[config.mk]
export PLATFORM = sky130hd
export DESIGN_NAME = fpu_ss_mem_tracker
export DESIGN_NICKNAME = d
export VERILOG_FILES = /design/src/rtl/fpu_ss_pkg.sv /design/src/rtl/fpu_ss_mem_tracker.sv
export SDC_FILE = /design/constraint.sdc
export NUM_CORES = 1
export LEC_CHECK = 0
export ABC_CLOCK_PERIOD_IN_PS = 2600
export BUFFER_PORTS_ARGS = -buffer_cell sky130_fd_sc_hd__buf_2
export CORE_UTILIZATION = 25
export CTS_BUF_LIST = sky130_fd_sc_hd__clkbuf_16
export CTS_CLUSTER_SIZE = 12
export DETAILED_ROUTE_END_ITERATION = 10
export SLEW_MARGIN = 20
export SYNTH_ARGS = -nofsm -noshare
export SYNTH_HDL_FRONTEND = slang
export SYNTH_SLANG_ARGS = --single-unit
[constraint.sdc]
create_clock -name clk_i -period 2.6 [get_ports clk_i]
set_clock_uncertainty 0.15 [all_clocks]
set_input_delay 0.65 -clock clk_i [delete_from_list [all_inputs] [get_ports clk_i]]
set_output_delay 0.65 -clock clk_i [all_outputs]
set_load 0.005 [all_outputs]
[src/rtl/fpu_ss_pkg.sv]
// Shared types for the FPU subsystem.
//   op_select_e    : execution-unit selector for an offloaded instruction
//   x_commit_t     : X-interface commit transaction
//   mem_metadata_t : per-request bookkeeping kept while a load/store is
//                    outstanding on the X-interface memory channel
package fpu_ss_pkg;

  typedef enum logic [1:0] {
    OP_NONE = 2'd0,
    OP_FPU  = 2'd1,
    OP_MEM  = 2'd2,
    OP_CSR  = 2'd3
  } op_select_e;

  typedef struct packed {
    logic [3:0] id;
    logic       commit_kill;
  } x_commit_t;

  typedef struct packed {
    logic [4:0] rd;
    logic       we;
    logic [3:0] id;
  } mem_metadata_t;

endpackage

[src/rtl/fpu_ss_mem_tracker.sv]
// In-order tracker for load/store requests offloaded to the core.
// One metadata entry is pushed per accepted memory request and the oldest
// is popped when its result returns; the head steers FP writeback.
// Ports:
//   clk_i, rst_i                 clock, synchronous active-high reset
//   push_valid_i/ready_o/data_i  new request metadata
//   pop_valid_o/ready_i/data_o   head entry, consumed on result return
//   flush_i                      drop every entry
//   usage_o, full_o, empty_o     occupancy, decoded from the registered count
//   overflow_o, underflow_o      sticky error flags, cleared only by rst_i
module fpu_ss_mem_tracker
  import fpu_ss_pkg::*;
#(
  parameter  int unsigned DEPTH = 4,
  localparam int unsigned CNT_W = $clog2(DEPTH+1)
) (
  input  logic             clk_i,
  input  logic             rst_i,
  input  logic             push_valid_i,
  output logic             push_ready_o,
  input  mem_metadata_t    push_data_i,
  output logic             pop_valid_o,
  input  logic             pop_ready_i,
  output mem_metadata_t    pop_data_o,
  input  logic             flush_i,
  output logic [CNT_W-1:0] usage_o,
  output logic             full_o,
  output logic             empty_o,
  output logic             overflow_o,
  output logic             underflow_o
);

  localparam int unsigned PTR_W = (DEPTH > 1) ? $clog2(DEPTH) : 1;

  // Explicit wrap so any DEPTH works, not only powers of two.
  function automatic logic [PTR_W-1:0] ptr_inc(input logic [PTR_W-1:0] p);
    return (p == PTR_W'(DEPTH-1)) ? '0 : p + 1'b1;
  endfunction

  mem_metadata_t    r_mem [DEPTH];
  logic [PTR_W-1:0] r_rptr, r_wptr;
  logic [CNT_W-1:0] r_cnt;
  logic             r_ovf, r_udf;

  logic w_push, w_pop;

  assign full_o       = (r_cnt == CNT_W'(DEPTH));
  assign empty_o      = (r_cnt == '0);
  assign usage_o      = r_cnt;
  assign push_ready_o = ~full_o;
  assign pop_valid_o  = ~empty_o;
  assign pop_data_o   = empty_o ? '0 : r_mem[r_rptr];
  assign overflow_o   = r_ovf;
  assign underflow_o  = r_udf;

  // A flush discards same-cycle traffic, so neither side is accepted.
  assign w_push = push_valid_i & push_ready_o & ~flush_i;
  assign w_pop  = pop_valid_o  & pop_ready_i  & ~flush_i;

  // Payload storage carries no reset; validity lives in the pointers/count.
  always_ff @(posedge clk_i) begin
    if (w_push) r_mem[r_wptr] <= push_data_i;
  end

  always_ff @(posedge clk_i) begin
    if (rst_i) begin
      r_rptr <= '0;
      r_wptr <= '0;
      r_cnt  <= '0;
      r_ovf  <= 1'b0;
      r_udf  <= 1'b0;
    end else begin
      // Error flags are sticky and survive a flush.
      if (push_valid_i & full_o) r_ovf <= 1'b1;
      if (pop_ready_i & empty_o) r_udf <= 1'b1;
      if (flush_i) begin
        r_rptr <= '0;
        r_wptr <= '0;
        r_cnt  <= '0;
      end else begin
        if (w_push) r_wptr <= ptr_inc(r_wptr);
        if (w_pop)  r_rptr <= ptr_inc(r_rptr);
        case ({w_push, w_pop})
          2'b10:   r_cnt <= r_cnt + 1'b1;
          2'b01:   r_cnt <= r_cnt - 1'b1;
          default: r_cnt <= r_cnt;
        endcase
      end
    end
  end

endmodule

# == After elaboration in Yosys (flattened, before gate mapping) ==
# Memories as Yosys holds them, arrays and structs flattened. A register that Yosys moved wholly into a read port is not among the register bits.
# Cells that the tools add are included.
# totals
register_bits,9
ram_bits,40
in_bits,15
output_inout_bits,19
mem_count,1
# op_classes
n_addsub,4
eq_ne,5
muxes,8
bitwise,9
n_reduce_logical,3
# memory_table
memory,depth,width,rd,rd_ports_with_merged_regs,write_ports,line,source
r_mem,4,10,1,1,1,fpu_ss_mem_tracker.sv:40,mem_metadata_t r_mem [DEPTH];
# op_table
op,n
$mux W10,1
$mux W2,4
$and A1 B1 Y1,6
$eq A2 B2 Y1 const B,3
$pmux W3 S2,1
$add A2 B1 Y2 const B,2
$add A3 B1 Y3 const B,1
$eq A3 B3 Y1 const B,1
$logic_not A3 Y1,1
$not A1 Y1,3
$sub A3 B1 Y3 const B,1
$eq A2 B1 Y1 const B,1
$mux W1,2
$reduce_bool A2 Y1,1
$reduce_or A2 Y1,1

# == Logic depth before layout (Yosys ltp) ==
# depth
depth_word,6
ltp_mapped,10

# == Worst setup path before layout ==
# No wires, ideal clock.
# synth_path
path_type,input to register
startpoint,in flush_i
endpoint,reg r_cnt[2] (netlist: usage_o[2])
t_arrival_ps,2341
path_slack_ps,39
stages,9
n_path_buf,0
cell_sequence,and2b_2 > and2_4 > inv_1 > ha_1 > inv_1 > fa_1 > xor2_1 > or3_2 > a21oi_1
# synth_between
elab_chain_cells,4
word_cells_on_any_way,8
# synth_rtl
element,line,source
"start, declared",fpu_ss_mem_tracker.sv:25,"input logic flush_i,"
$not A1 Y1,"fpu_ss_mem_tracker.sv:57, fpu_ss_mem_tracker.sv:58",
"$and A1 B1 Y1, on equally long branches","fpu_ss_mem_tracker.sv:58, fpu_ss_mem_tracker.sv:57",
$eq A2 B1 Y1 or $eq A2 B2 Y1 (tied branches),fpu_ss_mem_tracker.sv:83,"case ({w_push, w_pop})"
$pmux W3 S2 or $reduce_bool A2 Y1 (tied branches),n/a,
"end signal, assigned",fpu_ss_mem_tracker.sv:84,2'b10: r_cnt <= r_cnt + 1'b1;
"end signal, assigned",fpu_ss_mem_tracker.sv:85,2'b01: r_cnt <= r_cnt - 1'b1;
"end signal, assigned",fpu_ss_mem_tracker.sv:86,default: r_cnt <= r_cnt;
"end, declared",fpu_ss_mem_tracker.sv:42,logic [CNT_W-1:0] r_cnt;
# Several ways; a longest one is shown, not always the timed one.
# A chain may end at the register's enable or synchronous reset.

# == Final worst setup path ==
# layout_path
startpoint,reg r_cnt[2] (netlist: usage_o[2])
endpoint,reg r_cnt[2] (netlist: usage_o[2])
# layout_between
elab_chain_cells,6
word_cells_on_any_way,14
# layout_rtl
element,line
$eq A3 B3 Y1 or $logic_not A3 Y1 (tied branches),"fpu_ss_mem_tracker.sv:47, fpu_ss_mem_tracker.sv:48"
"$not A1 Y1, on equally long branches","fpu_ss_mem_tracker.sv:50, fpu_ss_mem_tracker.sv:51"
"$and A1 B1 Y1, on equally long branches (2 in a row)","fpu_ss_mem_tracker.sv:57, fpu_ss_mem_tracker.sv:58"
$eq A2 B1 Y1 or $eq A2 B2 Y1 (tied branches),fpu_ss_mem_tracker.sv:83
$pmux W3 S2 or $reduce_bool A2 Y1 (tied branches),n/a
# Several ways; a longest one is shown, not always the timed one.

==> summary.txt <==
Critical path
  – FF-to-FF End: usage_o[2]
  – Crit-path slowest cell: or3_2
  – Crit path required time: 2.67 ns
  – R2R Setup Slk: 0.14 ns
  – Top cell by count, worst path: inv_1
  – Setup crit end kind: flip-flop
  – Worst reg2reg path depth: 9
  – Slowest stage delay, CP: about 0.43 ns
  – Start of the worst register-to-register path: usage_o[2]
  – CP max FO: 6
  – Critical path, cell by cell: or3b_4, and2_4, inv_1, ha_1, inv_1, fa_1, xor2_1, or3_2, a21oi_2
  – Crit path DAT: 2.53 ns
  – Worst Setup Start Kind: flip-flop
  – Kind of critical path: reg2reg

Worst hold path
  – Hold wc startpoint: underflow_o
  – Hold endpoint: underflow_o
  – Worst min path class: reg2reg
  – Hold Path Stages: 2

Detailed routing
  – Detailed Route Iter0 Violations: 25
  – DR pass1 iterations: 4
  – Via count: 1,135
  – Antenna-violating nets left: 0
  – DRC: 0
  – Via-to-Cell Ratio: 4.13
  – DR WL/cell: 13.1 µm
  – WL final: around 3600 µm

Placed design
  – Port buffer count: 33
  – Setup WS pre-CTS: -0.0544 ns
  – Detailed placement HPWL: 2490 µm
  – Placed insts: 267
  – Placer Congestion: about 0.74

Power and ir drop
  – Pwr/cell area: around 620 mW/mm²
  – Tot Pwr: 1.61 mW
  – Lkg Pwr: 0.956 nW
  – Maximum VDD drop: approximately 0.33 mV

Finish
  – Ant diodes: 0
  – Finished Layout Cells: around 280
  – Area Growth Syn to Fin: 23.8%
  – Commonest non-fill, non-tap cell in the layout: edfxtp_1
  – Layout cells sized above 1: 42.2%
  – Commonest non-fill, non-tap cells in the layout: 40 x edfxtp_1, 33 x buf_2
  – NumNets Final: 194
  – Fillers: 760
  – Fin util: 32.7%

GRT
  – First-pass GRT wire length: 5770 µm
  – GR Util met1: 10.4%
  – Global route total overflow: 0
  – Number of global-route vias before repair: about 1,200
  – Initial antenna violation count: 0
  – Pin count of the biggest net entering global routing: 17
  – Met2 usage: 15.3%
  – Total Routing Usage GR: under 10%
  – Top Usage Layer GRT: met2
  – M3 GR Usage: 3.58%

CTS
  – Clock tree root driver cell: clkbuf_16
  – Clock Pin Slew Worst Setup and Hold Paths: about 0.070 ns
  – Inserted Clock Buffers: 5
  – Htree depth: 2
  – CTS tree: built
  – Clk_lat worst skew: 0.28 ns
  – CTS max path bufs: 2
  – Post-CTS Setup Inserts: 0
  – Clk sinks: 51

STA
  – Fin. max-slew vios: 0
  – Final hold vios: 0
  – Final worst slack: 0.135 ns
  – RSZ-0062 raised after global routing: false
  – Final period utilization: 94.8%
  – Slew HR: around two thirds
  – Slew @ Worst Pin: 0.495 ns
  – FMAX: 0.406 GHz
  – Finish-stage setup viols: 0
  – Min cycle time layout: approximately 2.5 ns
  – Fin Hold WS: 0.314 ns

Floorplanning
  – Ports: 34
  – Die width: 93.3 µm
  – Initial Utilization: 26.4%
  – Die Ht: about 93 µm
  – Die area: 0.00871 mm²
  – Core Rows: 32
  – Placeable Area: 0.00789 mm²

Synthesis
  – Predominant post-synthesis flop cell: edfxtp_1
  – Post-synth EDFFs: 40
  – Synthesized area: 0.00208 mm²
  – Avg Cell Area, Syn: 16.4 µm²
  – Distinct cells, synth: 27
  – Synth Instances: 127
  – Syn nets: approximately 150
  – Asr flop ratio synth: 0%
  – Yosys warnings: 0
  – Post-synthesis sequential area ratio: 68.2%
  – Seq cells post-synth: 51

Status
  – Run status: finished, final reports clean

Flow run
  – Maxcap violations: 0
-- cells by family after synthesis --
kind of cell,Yosys count,share of synthesized area [%]
adder cells (fa/ha/maj),7,4.56
flip-flops,51,68.2
AND/OR/NAND/NOR,34,9.54
AO/OA/AOI/OAI,10,3.24
buffers and inverters,13,2.82
XOR/XNOR,2,0.840
multiplexers,10,10.8
-- layer usage --
| layer | routed length, µm | vias up |
|---|---|---|
| met5 | 0 | - |
| met4 | 54 | 0 |
| met3 | 162 | 5 |
| met2 | 1830 | 19 |
| met1 | 1570 | 550 |
| li1 | - | 561 |
-- cell type report --
type	count	area, µm²	share of cell area, %
clock buffers	5	125	4.85
clock inverters	3	21.3	0.824
inverters	8	30.0	1.16
multi-input cells	63	611	23.7
flip-flops and latches	51	1430	55.2
well taps	102	128	4.95
repair buffers	43	240	9.31
-- flip-flops by register name, indices dropped and copies added, names as in the netlist, named ones only --
register and cells:
r_rptr 2, r_wptr 2, usage_o 3, underflow_o 1, overflow_o 1, r_mem 40
-- synth_stat cells (2+ instances only) --
cell      number  area share, %
edfxtp_1      40             58
dfxtp_1       11             11
mux4_2        10             11
nor2b_1       10            3.0
inv_1          8            1.4
nor2_1         8            1.4
ha_1           6            3.6
a21oi_1        5            1.2
and3_2         4            1.4
buf_2          2           0.48
clkbuf_1       2           0.36
nand2_1        2           0.36
nand4_1        2           0.60
o21ai_0        2           0.48
o31ai_2        2            1.2
xor2_1         2           0.84
-- metrics by stage --
step	TNS, ns	area [µm²]
after floorplan	0	2080
after global placement	-0.0167	2420
after detailed placement	-0.0544	2420
after CTS	0	2570
after global routing	0	2580
final	0	2580
-- report_power, final --
part           switching (mW)  total [mW]  internal (mW)
Combinational          0.0404      0.0796         0.0392
Sequential            0.00356       0.893          0.890
Clock                   0.283       0.639          0.357
Total                   0.327        1.61           1.29
-- worst max-delay path, delay by kind of cell (launching register included) --
kind	cells	cell delay (ns)
compound gates	1	0.14
flops	1	0.37
xor+xnor	1	0.15
simple gates	3	0.97
fa+ha+maj	2	0.52
buf+inv	2	0.10
-- timing repair --
action                                  in CTS  in global routing
hold buffers                                 0                  0
resized for setup                            0                  4
endpoints found under the setup margin       0                  1
-- worst max-delay path by stage --
stage                          start          to  slack (ns)
after CTS                 usage_o[2]  usage_o[2]        0.09
after global routing      usage_o[2]  usage_o[2]        0.02
final                     usage_o[2]  usage_o[2]        0.14
after global placement       flush_i  usage_o[2]       -0.02
after floorplan              flush_i  usage_o[2]        0.04
after detailed placement     flush_i  usage_o[2]       -0.05
Power figures use the tool's default switching activity.
